File: src/rtl/alu_unit.sv
// alu_unit: execute stage for the 8 x 16-bit register bank.
// Single-cycle ADD/SUB/AND/OR/XOR/SHL; iterative MUL (shift-add) and
// DIV (restoring) taking WIDTH steps with a start/busy handshake.
// A single 2*WIDTH working register is shared: for MUL it holds
// {partial product high, multiplier/product low}, for DIV it holds
// {partial remainder, dividend/quotient}.
module alu_unit #(
  parameter int WIDTH = 16
) (
  input  logic             clk,
  input  logic             rst,
  input  logic             start,
  input  logic [2:0]       opcode,
  input  logic [WIDTH-1:0] srcreg1,
  input  logic [WIDTH-1:0] srcreg2,
  input  logic [2:0]       destreg_in,
  output logic [WIDTH-1:0] ALU_result,
  output logic [2:0]       destreg_sel,
  output logic             result_valid,
  output logic             busy,
  output logic             zero,
  output logic             carry,
  output logic             overflow,
  output logic             div_zero
);

  localparam int LW = $clog2(WIDTH);

  localparam logic [2:0] OP_ADD = 3'b000;
  localparam logic [2:0] OP_SUB = 3'b001;
  localparam logic [2:0] OP_AND = 3'b010;
  localparam logic [2:0] OP_OR  = 3'b011;
  localparam logic [2:0] OP_XOR = 3'b100;
  localparam logic [2:0] OP_SHL = 3'b101;
  localparam logic [2:0] OP_MUL = 3'b110;

  typedef enum logic {IDLE, ITER} state_t;

  state_t               state_q, state_d;
  logic [LW-1:0]        cnt_q, cnt_d;
  logic [WIDTH-1:0]     a_q, a_d;
  logic [WIDTH-1:0]     b_q, b_d;
  logic [2:0]           op_q, op_d;
  logic [2:0]           dst_q, dst_d;
  logic [2*WIDTH-1:0]   acc_q, acc_d;
  logic [WIDTH-1:0]     res_q, res_d;
  logic [2:0]           dsel_q, dsel_d;
  logic                 rv_q, rv_d;
  logic                 z_q, z_d;
  logic                 c_q, c_d;
  logic                 v_q, v_d;
  logic                 dz_q, dz_d;

  // single-cycle datapath
  logic [WIDTH:0]       add_w, sub_w;
  logic [2*WIDTH-1:0]   shl_w;
  logic [WIDTH-1:0]     alu_res;
  logic                 alu_c, alu_v;

  // iterative datapath
  logic [WIDTH:0]       mul_sum;
  logic [2*WIDTH-1:0]   mul_next;
  logic [WIDTH:0]       div_shift;
  logic [WIDTH+1:0]     div_trial;
  logic [2*WIDTH-1:0]   div_next;
  logic                 last_step;

  // Single-cycle operations and their flags, straight from the operand ports.
  always_comb begin
    add_w   = {1'b0, srcreg1} + {1'b0, srcreg2};
    sub_w   = {1'b0, srcreg1} - {1'b0, srcreg2};
    // Shifting into a double-width word leaves the last bit shifted out at
    // bit WIDTH, which is naturally 0 for a zero shift amount.
    shl_w   = {{WIDTH{1'b0}}, srcreg1} << srcreg2[LW-1:0];
    alu_res = '0;
    alu_c   = 1'b0;
    alu_v   = 1'b0;
    case (opcode)
      OP_ADD: begin
        alu_res = add_w[WIDTH-1:0];
        alu_c   = add_w[WIDTH];
        alu_v   = (srcreg1[WIDTH-1] == srcreg2[WIDTH-1]) &&
                  (add_w[WIDTH-1] != srcreg1[WIDTH-1]);
      end
      OP_SUB: begin
        alu_res = sub_w[WIDTH-1:0];
        alu_c   = sub_w[WIDTH];               // borrow: A < B unsigned
        alu_v   = (srcreg1[WIDTH-1] != srcreg2[WIDTH-1]) &&
                  (sub_w[WIDTH-1] != srcreg1[WIDTH-1]);
      end
      OP_AND: alu_res = srcreg1 & srcreg2;
      OP_OR:  alu_res = srcreg1 | srcreg2;
      OP_XOR: alu_res = srcreg1 ^ srcreg2;
      OP_SHL: begin
        alu_res = shl_w[WIDTH-1:0];
        alu_c   = shl_w[WIDTH];
      end
      default: begin
        alu_res = '0;
      end
    endcase
  end

  // One MUL step and one DIV step computed from the working register.
  always_comb begin
    // MUL: add multiplicand into the high half when the current multiplier
    // LSB is set, then shift the whole pair right by one.
    mul_sum   = {1'b0, acc_q[2*WIDTH-1:WIDTH]} +
                (acc_q[0] ? {1'b0, a_q} : {(WIDTH+1){1'b0}});
    mul_next  = {mul_sum, acc_q[WIDTH-1:1]};
    // DIV: shift the next dividend bit into the remainder, trial-subtract
    // the divisor, keep the difference only if it did not borrow. A zero
    // divisor never borrows, so the quotient comes out all-ones.
    div_shift = {acc_q[2*WIDTH-1:WIDTH], acc_q[WIDTH-1]};
    div_trial = {1'b0, div_shift} - {2'b00, b_q};
    if (!div_trial[WIDTH+1])
      div_next = {div_trial[WIDTH-1:0], acc_q[WIDTH-2:0], 1'b1};
    else
      div_next = {div_shift[WIDTH-1:0], acc_q[WIDTH-2:0], 1'b0};
    last_step = (cnt_q == LW'(WIDTH - 1));
  end

  // Next-state and output-register logic for the IDLE/ITER controller.
  always_comb begin
    state_d = state_q;
    cnt_d   = cnt_q;
    a_d     = a_q;
    b_d     = b_q;
    op_d    = op_q;
    dst_d   = dst_q;
    acc_d   = acc_q;
    res_d   = res_q;
    dsel_d  = dsel_q;
    rv_d    = 1'b0;
    z_d     = z_q;
    c_d     = c_q;
    v_d     = v_q;
    dz_d    = dz_q;
    case (state_q)
      IDLE: begin
        if (start) begin
          if (opcode[2:1] == 2'b11) begin
            a_d     = srcreg1;
            b_d     = srcreg2;
            op_d    = opcode;
            dst_d   = destreg_in;
            acc_d   = (opcode == OP_MUL) ? {{WIDTH{1'b0}}, srcreg2}
                                         : {{WIDTH{1'b0}}, srcreg1};
            cnt_d   = '0;
            state_d = ITER;
          end else begin
            res_d  = alu_res;
            dsel_d = destreg_in;
            z_d    = (alu_res == '0);
            c_d    = alu_c;
            v_d    = alu_v;
            dz_d   = 1'b0;
            rv_d   = 1'b1;
          end
        end
      end
      ITER: begin
        acc_d = (op_q == OP_MUL) ? mul_next : div_next;
        cnt_d = cnt_q + 1'b1;
        if (last_step) begin
          if (op_q == OP_MUL) begin
            res_d = mul_next[WIDTH-1:0];
            c_d   = |mul_next[2*WIDTH-1:WIDTH];
            dz_d  = 1'b0;
            z_d   = (mul_next[WIDTH-1:0] == '0);
          end else begin
            res_d = div_next[WIDTH-1:0];
            c_d   = 1'b0;
            dz_d  = (b_q == '0);
            z_d   = (div_next[WIDTH-1:0] == '0);
          end
          v_d     = 1'b0;
          dsel_d  = dst_q;
          rv_d    = 1'b1;
          cnt_d   = '0;
          state_d = IDLE;
        end
      end
      default: state_d = IDLE;
    endcase
  end

  // State and output registers; reset also aborts an in-flight MUL/DIV.
  always_ff @(posedge clk) begin
    if (rst) begin
      state_q <= IDLE;
      cnt_q   <= '0;
      a_q     <= '0;
      b_q     <= '0;
      op_q    <= '0;
      dst_q   <= '0;
      acc_q   <= '0;
      res_q   <= '0;
      dsel_q  <= '0;
      rv_q    <= 1'b0;
      z_q     <= 1'b0;
      c_q     <= 1'b0;
      v_q     <= 1'b0;
      dz_q    <= 1'b0;
    end else begin
      state_q <= state_d;
      cnt_q   <= cnt_d;
      a_q     <= a_d;
      b_q     <= b_d;
      op_q    <= op_d;
      dst_q   <= dst_d;
      acc_q   <= acc_d;
      res_q   <= res_d;
      dsel_q  <= dsel_d;
      rv_q    <= rv_d;
      z_q     <= z_d;
      c_q     <= c_d;
      v_q     <= v_d;
      dz_q    <= dz_d;
    end
  end

  assign ALU_result   = res_q;
  assign destreg_sel  = dsel_q;
  assign result_valid = rv_q;
  assign busy         = (state_q == ITER);
  assign zero         = z_q;
  assign carry        = c_q;
  assign overflow     = v_q;
  assign div_zero     = dz_q;

endmodule

File: config.mk
export PLATFORM = sky130hd
export DESIGN_NAME = alu_unit
export DESIGN_NICKNAME = d
export VERILOG_FILES = /design/src/rtl/alu_unit.sv
export SDC_FILE = /design/constraint.sdc
export NUM_CORES = 1
export LEC_CHECK = 0
export CORE_ASPECT_RATIO = 0.9
export CORE_UTILIZATION = 35
export CTS_CLUSTER_SIZE = 30
export DETAILED_ROUTE_END_ITERATION = 16
export PLACE_DENSITY_LB_ADDON = 0.3
export SLEW_MARGIN = 20
export SYNTH_ARGS = -nofsm -noshare
export SYNTH_HDL_FRONTEND = slang
export SYNTH_SLANG_ARGS = --single-unit
File: constraint.sdc
create_clock -name clk -period 5.4 [get_ports clk]
set_clock_uncertainty 0.05 [all_clocks]
set_input_delay 0.81 -clock clk [delete_from_list [all_inputs] [get_ports clk]]
set_output_delay 0.81 -clock clk [all_outputs]
set_load 0.02 [all_outputs]
# Word level (Yosys, flattened, before mapping)
# Cells that the tools add are included.
classes:
  addsub: 5
  eq_ne: 17
  shift: 1
  muxes: 50
  n_bitwise: 4
  reduce_logical: 11
ops:
  columns: ["op", "count"]
  rows:
  - ["2-to-1 mux 32 bit", 4]
  - ["2-to-1 mux 16 bit", 6]
  - ["one-hot mux 16 bit (6 select lines)", 1]
  - ["zero test 16 bit", 4]
  - ["one-hot mux 32 bit (2 select lines)", 1]
  - ["adder 16 x 16 -> 17 bit", 2]
  - ["one-hot mux 16 bit (2 select lines)", 1]
  - ["2-to-1 mux 1 bit", 21]
  - ["subtractor 17 x 16 -> 18 bit", 1]
  - ["<< shifter 16 x 4 -> 17 bit", 1]
  - ["subtractor 16 x 16 -> 17 bit", 1]
  - ["AND 16 bit", 1]
  - ["bitwise OR 16 bit", 1]
  - ["OR reduction 16 bit", 1]
  - ["bitwise XOR 16 bit", 1]
  - ["one-hot mux 1 bit (2 select lines)", 7]
  - ["== test 3 bit, second input constant", 4]
  - ["2-to-1 mux 4 bit", 3]
  - ["2-to-1 mux 3 bit", 3]
  - ["one-hot mux 4 bit (2 select lines)", 1]
  - ["== test 3 x 2 -> 1 bit, second input constant", 2]
  - ["inequality test 2 bit, second input constant", 3]
  - ["one-hot mux 3 bit (2 select lines)", 1]
  - ["AND reduction 3 bit", 2]
  - ["12 further kinds", 15]
word_totals:
  ff_bits: 99
  in_bits: 41
  output_inout_bits: 25
  word_cells: 102

# Logic depth before layout (Yosys ltp)
# Gate-level depths: netlist of run 1.
depth:
  word_depth: 7
  mapped_depth: 15
  ltp_nobuf: 13

# Least setup slack after synthesis of run 1
# Ideal clock, no wire load.
synth_path:
  path_type: "input-to-reg"
  from: "input srcreg2[2]"
  to: "register z_q (netlist: zero)"
  setup_ps: 69
  arrival_time_ps: 3391
  required_time_ps: 5281
  setup_slack_ps: 1890
  path_stages: 13
  path_buffers: 2
  path_cell_list: "inv_1 > clkbuf_1 > ha_1 > buf_6 > nand2b_4 > a2111o_1 > nand4_2 > a21oi_1 > or3_1 > a21o_1 > nor4_1 > nand4_1 > o21ai_1"
synth_via:
  elab_chain_cells: 6
  word_cells_on_any_way: 11
  cone_classes: "add/sub: 2; shift: 1; mux: 4; bitwise: 3; reduce/logical: 1"
synth_rtl:
  columns: ["item", "line_no", "rtl"]
  rows:
  - ["start, declared", "15", "input logic [WIDTH-1:0] srcreg2,"]
  - ["subtractor 16 x 16 -> 17 bit, or another cell as far along", "71", "sub_w = {1'b0, srcreg1} - {1'b0, srcreg2};"]
  - ["one-hot mux 16 bit (6 select lines) *", "78", "case (opcode)"]
  - ["zero test 16 bit *", "154", "z_d = (alu_res == '0);"]
  - ["2-to-1 mux 1 bit *", "142", "if (opcode[2:1] == 2'b11) begin"]
  - ["2-to-1 mux 1 bit *", "141", "if (start) begin"]
  - ["one-hot mux 1 bit (2 select lines) *", "139", "case (state_q)"]
  - ["end signal, assigned", "216", "z_q <= z_d;"]
  - ["end, declared", "49", "logic z_q, z_d;"]
# Every way passes the cells marked *; elsewhere a longest branch is shown, timed or not. The select of a mux whose other input is x is not followed.
# A chain may end at the register's enable or synchronous reset.

# Final worst setup path of run 1
layout_path:
  from: "input srcreg1[4]"
  to: "register res_q[14] (netlist: ALU_result[14])"
layout_via:
  elab_chain_cells: 5
  word_cells_on_any_way: 7
  cone_classes: "add/sub: 2; shift: 1; mux: 4"
layout_rtl:
  columns: ["item", "line_no", "rtl"]
  rows:
  - ["start, declared", "14", "input logic [WIDTH-1:0] srcreg1,"]
  - ["subtractor 16 x 16 -> 17 bit, or another cell as far along", "71", null]
  - ["one-hot mux 16 bit (6 select lines) *", "78", null]
  - ["2-to-1 mux 16 bit *", "142", null]
  - ["2-to-1 mux 16 bit *", "141", null]
  - ["one-hot mux 16 bit (2 select lines) *", "139", null]
  - ["end signal, assigned", "213", "res_q <= res_d;"]
  - ["end, declared", "46", "logic [WIDTH-1:0] res_q, res_d;"]
# Marks and branches as above.

==> results.json, run 1 <==
{
  "ant_nets": 0,
  "clock-sinks": 99,
  "r2r_end": "acc_q[22]",
  "arrival_ns": 4.63,
  "yosysTopAreaCell": "dfxtp_1",
  "nFillCells": 2816,
  "setup_tns_ns": 0,
  "dieHeight_um": 157,
  "final.period_utilization_pct": 81.2,
  "cts_tree": "yes",
  "synthCells": 1299,
  "worstReg2RegStart": "b_q[1]",
  "drt-initial-drc-count": 993,
  "synth.most_common_cell": "nand2_1",
  "slew_headroom_pct": 28.0,
  "hold_end": "a_q[9]",
  "hold_class": "register to register",
  "yosysTopAreaCellShare_pct": 21.1,
  "clkTransAtPathRegs_ns": 0.08,
  "grt_first_pass_wirelength_um": 53500,
  "row_count": 56,
  "end_kind": "register",
  "fin_crit_ns": 4.38,
  "wl_met1_um": 16900,
  "postCtsSetupRepairBufs": 0,
  "cpPeakStageDelay_ns": 0.73,
  "nNetsFinal": 1454,
  "drv_slew": 0,
  "die-area_mm2": 0.0275,
  "io_pins": 66,
  "grt-ovfl-total": 0,
  "synth-main-ff-cell": "dfxtp_1",
  "hold_start": "a_q[9]",
  "drv_cap": 0,
  "vias_per_cell": 5.95,
  "path_cells": "clkdlybuf4s50_1 -> inv_1 -> ha_1 -> nor2b_1 -> o21ai_0 -> nand4_2 -> a41oi_1 -> o21bai_1 -> a211oi_1 -> o32ai_1 -> o221a_1 -> nor2_1",
  "area_growth_syn_to_layout_pct": 13.7,
  "path_buf_inv": 2,
  "clock.fmax_mhz": 228,
  "antenna_found_initial": 0,
  "start_util_pct": 35.9,
  "postSynthAreaPerCell_um2": 7.24,
  "grt_max_degree": 64,
  "yosysUniqueCellTypes": 92,
  "core_area_mm2": 0.0262,
  "n_antenna_cell": 0,
  "ys_ff_latch": 99,
  "dp_hpwl_um": 26600,
  "synth_common_cells": "nand2_1, a21oi_1, nor2_1, dfxtp_1, ha_1",
  "grt_util_all_layers_pct": 25.2,
  "cp_max_fo": 11,
  "cts_root_buffer": "clkbuf_16",
  "wl_per_cell_um": 20.9,
  "hold_viol": 0,
  "ys_warn_count": 0,
  "reg2regPathDepth": 11,
  "dp.cells": 1660,
  "gp_congestion": 0.973,
  "status": "complete, no violations",
  "cts_made_buffers": 9,
  "min_path_cells": 2,
  "drt-total-wl_um": 35000,
  "clk_path_buf_depth": 2,
  "ys_top_cells_by_area": "dfxtp_1, ha_1, nand2_1, a21oi_1, nor2_1",
  "rrSetupSlack_ns": 1.66,
  "portBuffers": 65,
  "insertion_delay_ns": 0.37,
  "ys_seq_area_share_pct": 21.1,
  "synth-edff-count": 0,
  "cts_hold_buf": 0,
  "final_util_pct": 40.8,
  "holdWs_ns": 0.402,
  "via_count": 9970,
  "syn_nets": 1429,
  "start_kind": "input port",
  "criticalPathCategory": "input port to register",
  "path_delay_family": "compound AO/OA/AOI/OAI gates",
  "critical_path.slowest_cell": "clkdlybuf4s50_1",
  "rsz0062_at_grt": "false",
  "layout-drive-gt1-share_pct": 6.55,
  "layoutNonFillerInstCount": 1677,
  "highest_layer": "met4",
  "worstPathRequired_ns": 5.65,
  "worstMarginPinSlew_ns": 1.08,
  "synthArstFlopShare_pct": 0,
  "fp.dieW_um": 175,
  "p_per_area_mw_per_mm2": 237,
  "max-vdd-ir-drop_uv": 139,
  "p_leak_nw": 4.24,
  "htreeDepth": 3,
  "dr.pass1.iters": 5,
  "wl_met2_um": 14400,
  "totalPowerFinal_mw": 2.54,
  "dr_wl_met3_um": 3150,
  "drc": 0,
  "grt_pass1_vias": 9050,
  "setup_viol": 0,
  "synth.cell_area_mm2": 0.00940,
  "post_cts_resized": 0
}
==> placed cells by master, fill, tap and decap left out, drive strengths merged, types with 17 or more instances in the layout <==
cell,instances
inv,86
mux2i,18
nand2,232
and2,18
a21oi,130
a211oi,27
nand3,17
ha,85
clkdlybuf4s50,64
o21ai,73
nor2,114
buf,26
nor3,28
dfxtp,99
a21o,18
==> state kept, by name, indices dropped and copies added, names as in the netlist <==
register and cells:
overflow 1, dst_q 3, acc_q 32, div_zero 1, a_q 16, b_q 16
result_valid 1, destreg_sel 3, busy 1, zero 1, carry 1, op_q 3
cnt_q 4, ALU_result 16
==> cell type report <==
| type | instances | area [um^2] | area share (%) |
|---|---|---|---|
| inverters | 84 | 315 | 2.95 |
| multi-input cells | 1040 | 6800 | 63.6 |
| clock buffers | 9 | 225 | 2.11 |
| repair buffers | 90 | 840 | 7.85 |
| flip-flops and latches | 99 | 1980 | 18.6 |
| well taps | 348 | 435 | 4.07 |
| clock inverters | 7 | 95.1 | 0.890 |
==> worst max-delay path by stage <==
stage | startpoint | end | slack, ns | cells past startpoint
after floorplan | srcreg2[2] | zero | 1.89 | 13
after global placement | srcreg1[4] | ALU_result[14] | 0.79 | 12
after detailed placement | srcreg1[4] | ALU_result[14] | 0.82 | 12
after CTS | srcreg1[4] | ALU_result[14] | 1.18 | 12
after global routing | srcreg1[4] | ALU_result[14] | 0.88 | 12
final | srcreg1[4] | ALU_result[14] | 1.02 | 12
==> report_power, final <==
group	internal, mW	total (mW)	switching [mW]
clock	0.374	0.721	0.347
sequential	0.769	0.806	0.0366
combinational	0.401	1.01	0.610
==> logic make-up after synthesis <==
| kind of cell | count (synthesis) | share of synthesized area, % |
|---|---|---|
| simple gates | 493 | 24.0 |
| flops | 99 | 21.1 |
| compound gates | 397 | 28.0 |
| mux | 38 | 5.87 |
| xor+xnor | 23 | 2.14 |
| buf+inv | 160 | 6.72 |
| fa+ha+maj | 89 | 12.2 |
==> stage by stage <==
stage	setup slack [ns]	instance area, um^2
2_1_floorplan	1.89	9400
3_3_place_gp	0.789	10400
3_5_place_dp	0.821	10400
4_1_cts	1.18	10700
5_1_grt	0.884	10700
6_report	1.02	10700
==> worst min-delay path: stages (launching register included) <==
cell and delay (ns):
dfxtp_1 0.31, nand2_1 0.05, a21oi_1 0.05
==> layer usage <==
layer / vias to the layer above / GRT usage (%)
met5: - / 0
met4: 0 / 5.88
met3: 41 / 4.54
met2: 476 / 37.0
met1: 4755 / 37.6
li1: 4698 / -
Note: power is estimated with default switching activity, not from simulation.
==> run 2, diff against run 1 <==
==> constraint.sdc (replaced) <==
create_clock -name clk -period 3.7 [get_ports clk]
set_clock_uncertainty 0.05 [all_clocks]
set_input_delay 0.555 -clock clk [delete_from_list [all_inputs] [get_ports clk]]
set_output_delay 0.555 -clock clk [all_outputs]
set_load 0.02 [all_outputs]
==> run 2 against run 1 <==
Wire length decreased by 0.79%. Highest routed layer unchanged. Largest power group unchanged. Sequential share of layout area decreased by 1.2 points. Die area is the same. Critical path type is now register to register.
==> results.json, run 2 (synthesis gave the netlist of run 1 again) <==
{
  "cts_tree": "yes",
  "final_util_pct": 43.6,
  "regMostFlops": "acc_q",
  "largest_register_ff_count": 32,
  "clkTransAtPathRegs_ns": 0.08,
  "p_per_area_mw_per_mm2": 327,
  "io_pins": 66,
  "cp_max_fo": 7,
  "holdWs_ns": 0.405,
  "vias_per_cell": 5.80,
  "dp.cells": 1761,
  "hold_start": "a_q[4]",
  "nNetsFinal": 1554,
  "drv_cap": 0,
  "via_count": 10300,
  "cts_made_buffers": 9,
  "insertion_delay_ns": 0.37,
  "status": "complete, no violations",
  "slew_headroom_pct": 36.9,
  "r2r_end": "carry",
  "n_antenna_cell": 0,
  "htreeDepth": 3,
  "min_path_cells": 2,
  "layoutNonFillerInstCount": 1777,
  "worstPathRequired_ns": 3.91,
  "cts_root_buffer": "clkbuf_16",
  "drc": 0,
  "clock.fmax_mhz": 282,
  "grt_util_all_layers_pct": 25.4,
  "worstMarginPinSlew_ns": 0.945,
  "arrival_ns": 3.76,
  "grt-ovfl-total": 0,
  "dieHeight_um": 157,
  "drt-initial-drc-count": 1006,
  "mostFrequentLayoutCell": "nand2_1",
  "worstReg2RegStart": "acc_q[0]",
  "grt_first_pass_wirelength_um": 54100,
  "dp_hpwl_um": 27300,
  "final_area_mm2": 0.0114,
  "area_growth_syn_to_layout_pct": 21.7,
  "p_leak_nw": 4.73,
  "clk_path_buf_depth": 2,
  "die-area_mm2": 0.0275,
  "dp_worst_setup_slack_ns": -0.298,
  "row_count": 56,
  "antenna_found_initial": 0,
  "place_area_mm2": 0.0111,
  "wl_per_cell_um": 19.6,
  "final.period_utilization_pct": 95.8,
  "clock-sinks": 99,
  "rrSetupSlack_ns": 0.15,
  "grt_pass1_vias": 9533,
  "postCtsSetupRepairBufs": 0,
  "layout-drive-gt1-share_pct": 13.4,
  "end_kind": "register",
  "grt_max_degree": 60,
  "hold_end": "a_q[4]",
  "fin_crit_ns": 3.55,
  "mostFrequentLayoutCells": "nand2_1, a21oi_1, buf_4, nor2_1, dfxtp_1",
  "portBuffers": 65,
  "hold_class": "register to register",
  "drv_slew": 0,
  "gp_congestion": 0.993,
  "reg2regPathDepth": 13,
  "drt-total-wl_um": 34800,
  "core_area_mm2": 0.0262,
  "max-vdd-ir-drop_uv": 206,
  "fin_ws_ns": 0.154,
  "ant_nets": 0,
  "hold_viol": 0,
  "start_kind": "register",
  "start_util_pct": 35.9,
  "criticalPathCategory": "register to register",
  "dr.pass1.iters": 6,
  "setup_viol": 0,
  "fp.dieW_um": 175
}
[run 2: metrics by stage]
stage	total power, mW	TNS (ns)
after CTS	3.73	0
after global placement	2.73	-0.733
after global routing	3.94	-0.00155
after floorplan	2.18	0
after detailed placement	2.74	-1.24
final	3.74	0
[run 2: cell type report]
type | count | area [um^2]
multi-input combinational | 1040 | 6810
tap | 348 | 435
clock inverter | 7 | 67.6
sequential | 99 | 1980
inverter | 84 | 315
clock buffer | 9 | 225
fill | 2758 | 14800
timing repair buffer | 190 | 1600
[run 2: timing repair]
item,in CTS,in global routing
gates resized for setup,0,6
hold buffers,0,0
hold endpoints to repair,0,0
endpoints found under the setup margin,0,4
[run 2: routing by layer]
metal / routed length (um) / global-route usage (%)
met1: 16200 / 36.7
met2: 14300 / 37.2
met3: 3270 / 5.02
met4: 946 / 8.20
met5: 0 / 0
[run 2: how the worst max path moves through the flow]
stage / startpoint / slack [ns] / end / cells past startpoint
floorplan: srcreg2[2] / 0.44 / zero / 13
CTS: srcreg1[0] / 0.08 / ALU_result[14] / 13
detailed placement: srcreg1[0] / -0.30 / ALU_result[14] / 13
global placement: srcreg1[0] / -0.18 / ALU_result[14] / 13
finish: acc_q[0] / 0.15 / carry / 13
global route: acc_q[0] / -0.002 / carry / 13
[run 2: critical path: stages, from the launching register on]
cell and delay (ns):
dfxtp_2 0.38, and2_1 0.15, ha_1 0.22, inv_1 0.10
fa_2 0.25, nor2b_4 0.05, o31a_1 0.36, o21a_1 0.20
or3_4 0.35, a2111oi_4 0.42, o2111ai_2 0.18, nor4_2 0.22
nand4_1 0.23, a22o_1 0.28
[run 2: report_power, final]
| part | leakage (nW) | internal (mW) | switching (mW) |
|---|---|---|---|
| registers | 0.807 | 1.12 | 0.0571 |
| logic | 3.78 | 0.681 | 0.906 |
| clock network | 0.140 | 0.474 | 0.498 |
| total | 4.73 | 2.28 | 1.46 |
